<file path="config.mk">
export PLATFORM = sky130hd
export DESIGN_NAME = ram_palette_dbuf
export DESIGN_NICKNAME = d
export VERILOG_FILES = /design/src/rtl/palette_pkg.sv /design/src/rtl/palette_bank.sv /design/src/rtl/ram_palette_dbuf.sv
export SDC_FILE = /design/constraint.sdc
export NUM_CORES = 1
export LEC_CHECK = 0
export CAP_MARGIN = 20
export CORE_MARGIN = 3
export CORE_UTILIZATION = 53
export CTS_CLUSTER_DIAMETER = 80
export DETAILED_ROUTE_END_ITERATION = 12
export PLACE_DENSITY = 0.73
export SYNTH_ARGS = -nofsm -noshare
export SYNTH_HDL_FRONTEND = slang
export SYNTH_HIERARCHICAL = 1
export SYNTH_SLANG_ARGS = --single-unit
</file>
<file path="constraint.sdc">
create_clock -name clk -period 3.8 [get_ports clk]
set_clock_uncertainty 0.05 [all_clocks]
set_input_delay 1.14 -clock clk [delete_from_list [all_inputs] [get_ports clk]]
set_output_delay 1.14 -clock clk [all_outputs]
set_load 0.01 [all_outputs]
</file>
<file path="src/rtl/palette_pkg.sv">
// Shared definitions for the double-buffered palette RAM: FSM encoding and
// the legal video read latency range.
package palette_pkg;

  typedef enum logic [0:0] {
    IDLE = 1'b0,
    COPY = 1'b1
  } pal_state_e;

  localparam int RD_LAT_MIN = 1;
  localparam int RD_LAT_MAX = 2;

  function automatic bit rd_latency_ok(input int lat);
    return (lat >= RD_LAT_MIN) && (lat <= RD_LAT_MAX);
  endfunction

endpackage

</file>
<file path="src/rtl/palette_bank.sv">
// Register-array palette bank: one synchronous write port, two asynchronous
// read ports. Contents start at zero and are never cleared by reset.
module palette_bank #(
  parameter int ADDR_W = 4,
  parameter int DATA_W = 8
) (
  input  logic              clk,
  input  logic              we,
  input  logic [ADDR_W-1:0] waddr,
  input  logic [DATA_W-1:0] wdata,
  input  logic [ADDR_W-1:0] raddr_a,
  output logic [DATA_W-1:0] rdata_a,
  input  logic [ADDR_W-1:0] raddr_b,
  output logic [DATA_W-1:0] rdata_b
);

  localparam int DEPTH = 1 << ADDR_W;

  logic [DATA_W-1:0] mem [DEPTH] = '{default: '0};

  always_ff @(posedge clk) begin
    if (we) mem[waddr] <= wdata;
  end

  assign rdata_a = mem[raddr_a];
  assign rdata_b = mem[raddr_b];

endmodule

</file>
<file path="src/rtl/ram_palette_dbuf.sv">
// Double-buffered colour palette: CPU writes a shadow bank, video reads the
// active bank; commit swaps them and resyncs the new shadow from the active.
module ram_palette_dbuf
  import palette_pkg::*;
#(
  parameter int ADDR_W        = 4,
  parameter int DATA_W        = 8,
  parameter int DOUBLE_BUFFER = 1,
  parameter int RD_LATENCY    = 1
) (
  input  logic              clk,
  input  logic              reset,
  input  logic              we,
  input  logic [ADDR_W-1:0] addr_wr,
  input  logic [DATA_W-1:0] data_in,
  output logic              wr_ready,
  input  logic [ADDR_W-1:0] cpu_addr_rd,
  output logic [DATA_W-1:0] cpu_data_out,
  input  logic              commit,
  output logic              busy,
  input  logic              vid_valid_in,
  input  logic [ADDR_W-1:0] addr_rd,
  output logic              vid_valid_out,
  output logic [DATA_W-1:0] data_out
);

  localparam int                DEPTH    = 1 << ADDR_W;
  localparam logic [ADDR_W:0]   IDX_LAST = (ADDR_W + 1)'(DEPTH - 1);

  if (!rd_latency_ok(RD_LATENCY)) begin : g_bad_rd_latency
    $error("ram_palette_dbuf: RD_LATENCY must be 1 or 2");
  end

  pal_state_e        state, state_nxt;
  logic [ADDR_W:0]   idx, idx_nxt;
  logic              bank_sel, bank_sel_nxt;
  logic              pending, pending_nxt;
  logic              copy_we;
  logic              shadow_we;
  logic [ADDR_W-1:0] shadow_waddr;
  logic [DATA_W-1:0] shadow_wdata;
  logic [DATA_W-1:0] vid_rdata, cpu_rdata, copy_rdata;

  always_ff @(posedge clk) begin
    if (reset) begin
      state    <= (DOUBLE_BUFFER != 0) ? COPY : IDLE;
      idx      <= '0;
      bank_sel <= 1'b0;
      pending  <= 1'b0;
    end else begin
      state    <= state_nxt;
      idx      <= idx_nxt;
      bank_sel <= bank_sel_nxt;
      pending  <= pending_nxt;
    end
  end

  always_comb begin
    state_nxt    = state;
    idx_nxt      = idx;
    bank_sel_nxt = bank_sel;
    pending_nxt  = pending;
    wr_ready     = 1'b0;
    busy         = 1'b0;
    copy_we      = 1'b0;
    case (state)
      IDLE: begin
        wr_ready = 1'b1;
        if (commit && (DOUBLE_BUFFER != 0)) begin
          bank_sel_nxt = ~bank_sel;
          idx_nxt      = '0;
          state_nxt    = COPY;
        end
      end
      COPY: begin
        busy    = 1'b1;
        copy_we = 1'b1;
        idx_nxt = idx + 1'b1;
        if (commit) pending_nxt = 1'b1;
        // A commit queued during the copy (or arriving on its last cycle) swaps again
        if (idx == IDX_LAST) begin
          if (pending || commit) begin
            pending_nxt  = 1'b0;
            bank_sel_nxt = ~bank_sel;
            idx_nxt      = '0;
          end else begin
            state_nxt = IDLE;
          end
        end
      end
      default: state_nxt = IDLE;
    endcase
  end

  assign shadow_we    = copy_we | (we & wr_ready);
  assign shadow_waddr = copy_we ? idx[ADDR_W-1:0] : addr_wr;
  assign shadow_wdata = copy_we ? copy_rdata : data_in;

  if (DOUBLE_BUFFER != 0) begin : g_dbuf
    logic [DATA_W-1:0] rd_a [2];
    logic [DATA_W-1:0] rd_b [2];
    for (genvar b = 0; b < 2; b++) begin : g_bank
      logic is_active;
      assign is_active = (bank_sel == 1'(b));
      // Port B of the active bank feeds the copy; of the shadow bank, CPU readback
      palette_bank #(.ADDR_W(ADDR_W), .DATA_W(DATA_W)) u_bank (
        .clk     (clk),
        .we      (shadow_we && !is_active),
        .waddr   (shadow_waddr),
        .wdata   (shadow_wdata),
        .raddr_a (addr_rd),
        .rdata_a (rd_a[b]),
        .raddr_b (is_active ? idx[ADDR_W-1:0] : cpu_addr_rd),
        .rdata_b (rd_b[b])
      );
    end
    assign vid_rdata  = rd_a[bank_sel];
    assign copy_rdata = rd_b[bank_sel];
    assign cpu_rdata  = rd_b[~bank_sel];
  end else begin : g_single
    palette_bank #(.ADDR_W(ADDR_W), .DATA_W(DATA_W)) u_bank (
      .clk     (clk),
      .we      (shadow_we),
      .waddr   (shadow_waddr),
      .wdata   (shadow_wdata),
      .raddr_a (addr_rd),
      .rdata_a (vid_rdata),
      .raddr_b (cpu_addr_rd),
      .rdata_b (cpu_rdata)
    );
    assign copy_rdata = '0;
  end

  always_ff @(posedge clk) begin
    if (reset) cpu_data_out <= '0;
    else       cpu_data_out <= cpu_rdata;
  end

  // Stage p1: registered active-bank read
  logic              vld_p1;
  logic [DATA_W-1:0] data_p1;

  always_ff @(posedge clk) begin
    if (reset) begin
      vld_p1  <= 1'b0;
      data_p1 <= '0;
    end else begin
      vld_p1  <= vid_valid_in;
      data_p1 <= vid_rdata;
    end
  end

  if (RD_LATENCY == 2) begin : g_lat2
    // Stage p2: extra output register
    logic              vld_p2;
    logic [DATA_W-1:0] data_p2;
    always_ff @(posedge clk) begin
      if (reset) begin
        vld_p2  <= 1'b0;
        data_p2 <= '0;
      end else begin
        vld_p2  <= vld_p1;
        data_p2 <= data_p1;
      end
    end
    assign vid_valid_out = vld_p2;
    assign data_out      = data_p2;
  end else begin : g_lat1
    assign vid_valid_out = vld_p1;
    assign data_out      = data_p1;
  end

endmodule

</file>
==> results.cfg <==
[sta]
hold_viol_final = 0
drv_slew = 0
min_period_ns = 3.51
max_freq_mhz = 285
setup_violations = 0
maxSlewHeadroom = 0.409
worst_slew_pin_slew_ns = 0.886
rsz0062_at_grt = no
period_share = 0.924

[synthesis]
ys_warn_count = 6
synth_cell_types = 37
seq_area_frac_synth = 0.614
synth.ff_latch_count = 281
synth_edf_count = 256
synth_area_um2 = 13300
synth.avg_cell_area_um2 = 18.4
syn_inst = 724
syn_nets = 750
ys_async_sr_fraction = 0
ys.flop_type = edfxtp_1

[setup_path]
r2r-start = bank_sel$_SDFFE_PP0P_
endpoint_kind = register
worst-setup-path-type = in -> reg
r2r-end = g_dbuf.g_bank[0].u_bank/mem[13][6]$_DFFE_PP_
path_max_fanout = 17
crit_path_start_kind = primary input
worstPathRequired_ns = 4.06
arrival_ns = 3.77
r2r_slack_ns = 0.83
ff2ff_path_depth = 8

[floorplan]
pin_count = 44
fp.dieW_um = 165
core_area_um2 = 24500
die_area_um2 = 27100
row_count = 57
die_y_um = 165
start_util = 0.544

[clock_tree]
htreeDepth = 1
post-cts-setup-buffers = 0
clkSlewWorstSetupHoldPaths_ns = 0.06
clock_latency_ns = 0.56
postCtsHoldBufs = 0
cts_tree = built
cts_buffer_depth = 3
cts_buffers = 30
cts_sinks = 281
cts-root-buf = clkbuf_16
cts_resized = 0

[final_layout]
diodes = 0
drive_gt1_frac = 0.290
final_cell_count_no_fill = 1201
final_nets = 879
syn_to_final_growth_pct = 19.0

[power_and_ir_drop]
total_power_mw = 7.47
ir_drop_mv = 0.327
power_density_nw_per_um2 = 471
p_leak_nw = 5.39

[global_routing]
grt_first_pass_wirelength_um = 51800
grt_max_degree = 33
grt_pass1_vias = 8358
gr-total-overflow = 0
grt_antenna_before_repair = 0
grt_use_total = 0.261

[worst_hold_path]
worstHoldStart = idx[4]$_SDFFE_PP0P_
hold_depth = 2
min_to = idx[4]$_SDFFE_PP0P_
hold_class = reg -> reg

[status]
status = finished, final reports clean

[detailed_routing]
initialDrtViolationCount = 1018
drt-vias-per-instance = 6.72
drc = 0
finalWirelength_um = 34300
firstDrtPassIters = 5
ant_nets = 0
via_count = 8068
wl_per_cell_um = 28.6

[flow_run]
drv_cap = 0

[place]
dpl.cell_count = 1145
routabilityCongestion = 0.912
dp_hpwl_um = 23800
port-buffer-count = 43
critical path, stage by stage:
cell and delay (ns):
clkdlybuf4s50_1 0.56, mux2_2 0.42, buf_4 0.19, mux4_2 0.28, a22oi_1 0.32, nand2_1 0.17, mux2i_1 0.20, a21oi_2 0.25
buf_12 0.23
layout by cell type, fill, tap and decap left out, drive strengths merged, types with 3 or more instances in the layout:
cell type	instances
clkbuf	34
edfxtp	256
a21oi	14
mux2i	24
nand3b	4
clkinv	5
inv	3
clkdlybuf4s50	41
and2	4
nand2	36
o21ai	3
nor2b	8
nor3	11
clkinvlp	10
nor2	59
a22oi	64
mux2	13
nand2b	4
bufinv	6
nand3	4
buf	107
dfxtp	25
and2b	4
mux4	128
metrics by stage:
step	cell area [um2]	setup slack [ns]	hold slack (ns)	util	TNS (ns)
2_1_floorplan	13300	0.174	0.449	-	0
3_3_place_gp	14800	-0.216	0.468	0.603	-21.92
3_5_place_dp	14800	-0.220	0.506	0.603	-29.05
4_1_cts	15900	0.340	0.519	0.647	0
5_1_grt	15900	0.262	0.552	0.647	0
6_report	15900	0.288	0.515	0.647	0
area by class of cell:
| type | count | area [um2] |
|---|---|---|
| Clock inverter | 22 | 285 |
| Sequential cell | 281 | 8190 |
| Clock buffer | 34 | 787 |
| Multi-Input combinational cell | 390 | 4780 |
| Inverter | 2 | 7.51 |
| Tap cell | 324 | 405 |
| Fill cell | 1669 | 8670 |
| Timing Repair Buffer | 148 | 1410 |
cell usage after synthesis (all sizes together) (2+ instances only):
library cell	n	area, um2
edfxtp	256	7690
mux4	128	3100
a22oi	64	480
nor2	59	221
nand2	36	135
buf	33	249
dfxtp	25	500
mux2i	24	240
a21oi	14	70.1
mux2	13	146
clkdlybuf4s25	12	120
nor3	11	55.1
nor2b	8	50.1
clkbuf	6	22.5
and2	4	25.0
and2b	4	30.0
nand2b	4	25.0
nand3	4	25.0
nand3b	4	30.0
o21ai	3	15.0
inv	2	7.51
or3b	2	17.5
xor2	2	17.5
cells by family after synthesis:
family,count (synthesis),synth area share
adders and majority gates,1,0.000938
and+or+nand+nor,139,0.0479
AOI/OAI and AO/OA,83,0.0442
xor gates and xnor gates,2,0.00131
muxes,165,0.262
DFF,281,0.614
buffers and inverters,53,0.0299
how the worst max path moves through the flow:
stage | cells past startpoint | start | endpoint
6_report | 9 | cpu_addr_rd[1] | g_dbuf.g_bank[0].u_bank/mem[13][6]$_DFFE_PP_
3_5_place_dp | 9 | cpu_addr_rd[1] | g_dbuf.g_bank[0].u_bank/mem[5][4]$_DFFE_PP_
5_1_grt | 9 | cpu_addr_rd[1] | g_dbuf.g_bank[0].u_bank/mem[13][6]$_DFFE_PP_
4_1_cts | 9 | cpu_addr_rd[1] | g_dbuf.g_bank[0].u_bank/mem[12][4]$_DFFE_PP_
3_3_place_gp | 9 | cpu_addr_rd[1] | g_dbuf.g_bank[0].u_bank/mem[14][6]$_DFFE_PP_
2_1_floorplan | 8 | cpu_addr_rd[0] | g_dbuf.g_bank[0].u_bank/mem[0][5]$_DFFE_PP_
state kept, by name, indices dropped and copies added, names as in the netlist:
| signal | flops |
|---|---|
| vid_valid_out | 1 |
| pending | 1 |
| state | 1 |
| idx | 5 |
| data_out | 8 |
| cpu_data_out | 8 |
| bank_sel | 1 |
| g_dbuf.g_bank.u_bank/mem | 256 |
layer usage:
layer / up-vias / part of all wire / track usage
met3: 64 / 0.11 / 0.0572
met5: - / 0 / 0
li1: 3334 / - / -
met4: 0 / 0.024 / 0.0717
met1: 4166 / 0.39 / 0.371
met2: 504 / 0.48 / 0.414
power by group:
group	switching (mW)	leakage (nW)	internal (mW)
registers	0.0275	2.52	3.50
logic	0.427	2.38	0.383
clock network	1.23	0.489	1.90
total	1.69	5.39	5.78
No activity file was read; power rests on OpenSTA's default activity.
